--- src/rtl/cp0_timer_ctrl.sv ---
// MIPS coprocessor-0: SR/Cause/EPC/PRId/BadVAddr plus Count/Compare timer.
// Resolves interrupts and exceptions combinationally against the M-stage victim and handles ERET.
module cp0_timer_ctrl #(
   parameter int          NUM_HWINT = 6,
   parameter bit          TIMER_EN  = 1'b1,
   parameter logic [31:0] PRID_VAL  = 32'h18373541
) (
   input  logic                 clk,
   input  logic                 reset,
   input  logic [4:0]           i_rd_addr,
   output logic [31:0]          o_rdata,
   input  logic                 i_wr_en,
   input  logic [4:0]           i_wr_addr,
   input  logic [31:0]          i_wdata,
   input  logic [NUM_HWINT-1:0] i_hw_int,
   input  logic                 i_exc_req,
   input  logic [4:0]           i_exc_code,
   input  logic [31:0]          i_exc_pc,
   input  logic                 i_exc_bd,
   input  logic [31:0]          i_exc_badvaddr,
   input  logic                 i_eret,
   output logic                 o_take_exc,
   output logic [31:0]          o_epc_out
);
   localparam logic [4:0] A_BADVA = 5'd8;
   localparam logic [4:0] A_COUNT = 5'd9;
   localparam logic [4:0] A_CMP   = 5'd11;
   localparam logic [4:0] A_SR    = 5'd12;
   localparam logic [4:0] A_CAUSE = 5'd13;
   localparam logic [4:0] A_EPC   = 5'd14;
   localparam logic [4:0] A_PRID  = 5'd15;

   logic [31:0]          r_sr, r_epc, r_badvaddr, r_count, r_compare;
   logic [1:0]           r_sw;
   logic [4:0]           r_exccode;
   logic                 r_bd, r_ti;
   logic [NUM_HWINT-1:0] r_hw;

   logic [7:0]  w_ip;
   logic [31:0] w_cause, w_victim;
   logic        w_int_pend, w_take, w_wr;

   // IP[1:0] are software bits, IP[2+] track the sampled device lines.
   always_comb begin
      w_ip      = '0;
      w_ip[1:0] = r_sw;
      for (int i = 0; i < NUM_HWINT; i++) w_ip[2+i] = r_hw[i];
      w_ip[7]   = w_ip[7] | (r_ti & TIMER_EN);
   end

   assign w_cause    = {r_bd, 15'b0, w_ip, 1'b0, r_exccode, 2'b00};
   assign w_victim   = i_exc_pc & ~32'h3;
   assign w_int_pend = r_sr[0] & ~r_sr[1] & |(w_ip & r_sr[15:8]);
   assign w_take     = ~reset & (w_int_pend | (i_exc_req & ~r_sr[1]));
   // mtc0 only lands on edges with no exception entry and no ERET.
   assign w_wr       = i_wr_en & ~w_take & ~i_eret;

   assign o_take_exc = w_take;
   assign o_epc_out  = r_epc;

   always_comb begin
      o_rdata = '0;
      case (i_rd_addr)
         A_BADVA: o_rdata = r_badvaddr;
         A_COUNT: o_rdata = r_count;
         A_CMP:   o_rdata = r_compare;
         A_SR:    o_rdata = r_sr;
         A_CAUSE: o_rdata = w_cause;
         A_EPC:   o_rdata = r_epc;
         A_PRID:  o_rdata = PRID_VAL;
         default: o_rdata = '0;
      endcase
   end

   always_ff @(posedge clk) begin
      if (reset) begin
         r_sr       <= '0;
         r_epc      <= '0;
         r_badvaddr <= '0;
         r_count    <= '0;
         r_compare  <= '0;
         r_sw       <= '0;
         r_exccode  <= '0;
         r_bd       <= 1'b0;
         r_ti       <= 1'b0;
         r_hw       <= '0;
      end else begin
         r_hw <= i_hw_int;

         if (w_wr && i_wr_addr == A_COUNT) r_count <= i_wdata;
         else                              r_count <= r_count + 32'd1;

         // A Compare write beats a same-edge match.
         if (w_wr && i_wr_addr == A_CMP) begin
            r_compare <= i_wdata;
            r_ti      <= 1'b0;
         end else if (r_count == r_compare) begin
            r_ti <= 1'b1;
         end

         if (w_take) begin
            r_sr[1]   <= 1'b1;
            r_exccode <= w_int_pend ? 5'd0 : i_exc_code;
            r_bd      <= i_exc_bd;
            r_epc     <= w_victim;
            if (!w_int_pend && (i_exc_code == 5'd4 || i_exc_code == 5'd5))
               r_badvaddr <= i_exc_badvaddr;
         end else if (i_eret) begin
            r_sr[1] <= 1'b0;
         end else if (w_wr) begin
            case (i_wr_addr)
               A_SR:    r_sr  <= i_wdata;
               A_CAUSE: r_sw  <= i_wdata[9:8];
               A_EPC:   r_epc <= {i_wdata[31:2], 2'b00};
               default: ;
            endcase
         end
      end
   end
endmodule

--- config.mk ---
export PLATFORM = sky130hd
export DESIGN_NAME = cp0_timer_ctrl
export DESIGN_NICKNAME = d
export VERILOG_FILES = /design/src/rtl/cp0_timer_ctrl.sv
export SDC_FILE = /design/constraint.sdc
export NUM_CORES = 1
export LEC_CHECK = 0
export CAP_MARGIN = 20
export CORE_AREA = 2 2 152 124
export DETAILED_ROUTE_END_ITERATION = 8
export DIE_AREA = 0 0 154 126
export PLACE_DENSITY = 0.82
export SYNTH_ARGS = -nofsm -noshare
export SYNTH_HDL_FRONTEND = slang
export SYNTH_SLANG_ARGS = --single-unit
--- constraint.sdc ---
create_clock -name clk -period 3.3 [get_ports clk]
set_clock_uncertainty 0.1 [all_clocks]
set_input_delay 0.825 -clock clk [delete_from_list [all_inputs] [get_ports clk]]
set_output_delay 0.825 -clock clk [all_outputs]
set_load 0.02 [all_outputs]
==> PnR_summary.wiki <==
{| class="wikitable"
! Metric !! Value
|-
| Pwr/cell area || 423.7 nW/um^2
|-
| Final standard cell count with taps included and fillers excluded || 1434
|-
| Least-Margin Pin Slew || 0.9683 ns
|-
| Clock tree from TritonCTS || yes
|-
| Final number of max-transition violations || 0
|-
| Worst setup path endpoint || o_rdata[30]
|-
| Highest Clock Rate || 304.4 MHz
|-
| Mean Syn Cell Area || 8.732 um^2
|-
| First-pass iteration count of the detailed router || 9
|-
| Worst setup path startpoint || i_rd_addr[4]
|-
| VDD IR-drop max || 0.3236 mV
|-
| Max capacitance violation total || 0
|-
| Clock net sink count || 173
|-
| Final antenna diode count || 0
|-
| Final number of hold-violating endpoints || 0
|-
| Most numerous cell in the Yosys netlist || dfxtp_1
|-
| Crit path max fanout || 16
|-
| Area fraction in and, or, nand and nor cells after synthesis || 21.64%
|-
| Setup CP Type || input pin to output port
|-
| Leakage power figure || 3.991 nW
|-
| # fillers || 1425
|-
| Async S/R FF share, synth || 0%
|-
| Worst-Skew Late Latency || 0.43 ns
|-
| Total standard cell area after synthesis || 9125 um^2
|-
| Number of warnings issued by yosys || 0
|-
| Number of top-level pins || 188
|-
| Critical Path RT || 2.37 ns
|-
| Unrepaired setup endpoints after global routing || true
|-
| Total CTS buffers || 17
|-
| Total power after layout || 0.005027 W
|-
| Post-synthesis instance total || 1045
|-
| R2r setup slk || 0.50 ns
|-
| End of the worst register-to-register path || r_count[4]
|-
| Fin Setup TNS || 0 ns
|-
| Pin count of the biggest net entering global routing || 204
|-
| Post-synthesis sequential element count || 173
|-
| Worst hold start || r_sr[29]
|-
| Area share of fa/ha/maj cells after synthesis || 0.1371%
|-
| Vias in the first global route || 8550
|-
| Via Count || 9110
|-
| Multi-input combinational cell area || 5253 um^2
|-
| Worst setup SP type || input pin
|-
| Multiplexer share of the synthesized area || 6.911%
|-
| Min cycle time layout || 3.285 ns
|-
| Die Y || 126 um
|-
| Synth unique cells || 53
|-
| Final wirelength || 31640 um
|-
| Average routed wire per standard cell || 22.06 um
|-
| Crit end category || output port
|-
| Routability congestion estimate from global placement || 0.9171
|-
| Total placed cells including tap cells || 1391
|-
| Maximum number of buffers from clock root to sink || 2
|-
| Dominant synthesized flop cell || dfxtp_1
|-
| Total DRC errors in the routed layout || 4
|-
| Post-CTS clock slew at the launch and capture registers of the worst setup and hold paths || 0.06 ns
|-
| Number of antenna violations at the first check in global routing || 0
|-
| Critical register-to-register path startpoint || r_hw[0]
|-
| Top cells by area in the synthesized netlist || dfxtp_1, mux2i_1, nand3_1
|-
| Remaining global-route overflow || 0
|-
| Status || complete, but fails checks
|-
| Footprint of the flip-flops and latches || 3463 um^2
|-
| Fraction of the yosys area taken by sequential cells || 37.95%
|-
| Number of enable flip-flop cells after synthesis || 0
|-
| Area share of the leading cell type in the synthesized netlist || 37.95%
|-
| Share of the cycle needed by the critical path after routing || 99.56%
|-
| Final Cell Area || 11860 um^2
|-
| Number of standard-cell rows in the floorplan || 44
|-
| Clock root buffer || clkbuf_16
|-
| Final-report setup violation count || 0
|-
| Floorplan die area || 19400 um^2
|-
| Cell types with the highest counts after synthesis || dfxtp_1, nand3_1, a21oi_1
|-
| Placed inst area || 11160 um^2
|-
| Via-per-instance ratio || 6.353
|-
| Violation count after the first detailed-routing iteration || 1424
|-
| Layout cells sized above 1 || 14.37%
|-
| Level count of the clock H-tree || 4
|-
| Total routing usage reported by global routing || 31.38%
|-
| Global-route wire length before repair || 47740 um
|-
| Chip width || 154 um
|-
| Arrival time worst endpoint || 2.36 ns
|-
| DP Wirelength || 19770 um
|-
| Number of cells on the worst reg-to-reg path || 8
|-
| Failing checks || DRC
|-
| Residual antenna-violating net count after detailed routing || 0
|-
| Hold/Removal Path Class || flop to flop
|-
| Main combinational cell family by area after synthesis || compound AO/OA/AOI/OAI gates
|-
| Fin nets || 1315
|-
| Syn-to-layout area delta || 30.02%
|-
| Synth area leader || dfxtp_1
|-
| Initial cell density of the core || 51.00%
|-
| Core area || 17890 um^2
|-
| Worst relative slew slack || 35.45%
|-
| Share of the synthesized area in compound gates (AO/OA/AOI/OAI) || 21.91%
|-
| Synth Area in XOR/XNOR || 5.951%
|-
| Total of buffers placed on input and output ports || 183
|}
flip-flops by register name (all words and copies together) (netlist names):
register,count
o_epc_out,30
r_badvaddr,32
r_bd,1
r_compare,32
r_count,32
r_exccode,5
r_hw,6
r_sr,32
r_sw,2
r_ti,1
worst min path at each step:
stage	cells past startpoint	slack, ns	end
after floorplan	2	0.33	r_exccode[0]
after global placement	2	0.36	r_exccode[0]
after detailed placement	2	0.36	r_badvaddr[24]
after CTS	2	0.38	r_sr[29]
after global routing	2	0.40	r_sr[29]
final	2	0.38	r_sr[29]
worst max-delay path, cell delays in order:
cell             delay, ns
clkdlybuf4s15_2       0.24
nand2b_2              0.23
nor2_2                0.31
buf_12                0.22
a22oi_1               0.10
nand2_1               0.11
clkdlybuf4s15_1       0.31
final cells by class:
| class | count | area share (%) |
|---|---|---|
| multi-input combinational | 771 | 44.27 |
| sequential | 173 | 29.19 |
| timing repair buffer | 225 | 18.49 |
| clock buffer | 18 | 3.702 |
| tap | 230 | 2.426 |
| clock inverter | 14 | 1.825 |
| inverter | 3 | 0.09492 |
cell usage in the layout (no fill, tap or decap), types with 26 or more instances in the layout:
cell             netlist  routed
a22oi_1               50      50
o21ai_0               57      57
nand3_1               92      92
xnor2_1               42      42
clkdlybuf4s50_1        0     144
buf_4                  9      30
mux2i_1               63      63
nand2_1               42      41
nand2b_1              67      66
a211oi_2              35      35
nor3_1                36      34
a21oi_1               73      73
dfxtp_1              173     173
nor2_1                42      39
a211oi_1              26      26
cell families (layout without fill, tap and decap cells):
kind of cell | after synthesis | after routing
compound gates | 287 | 287
xor+xnor | 62 | 62
fa+ha+maj | 1 | 1
buf+inv | 102 | 260
flops | 173 | 173
mux | 63 | 63
other cells | 1 | 2
simple gates | 356 | 356
metrics by stage:
stage          hold slack (ns)  utilization (%)  setup slack, ns
2_1_floorplan           0.3346                -           0.2959
3_3_place_gp            0.3556            62.39          -0.5685
3_5_place_dp            0.3635            62.39          -0.6323
4_1_cts                 0.3771            66.47         0.001620
5_1_grt                 0.3969            66.31         -0.04091
6_report                0.3785            66.31          0.01460
power by group:
group	internal, W	switching (W)	leakage, nW
registers	0.00214	0.0000546	1.40
logic	0.000293	0.000307	2.27
clock network	0.00137	0.000866	0.320
per-layer routing:
metal  routed length [um]  track usage [%]  part of all wire, %
met5                    0                0                    0
met4                  970            11.27                  3.1
met3                 4394            9.635                   14
met2                12930            43.52                   41
met1                13350            45.68                   42
repair_timing:
action / 4_1_cts / 5_1_grt
pin swaps: 9 / 8
endpoints found under the setup margin: 33 / 31
gates cloned: 3 / 1
gates resized for setup: 134 / 19
setup buffers: 7 / 0
hold buffers: 0 / 0
Power figures use the tool's default switching activity.
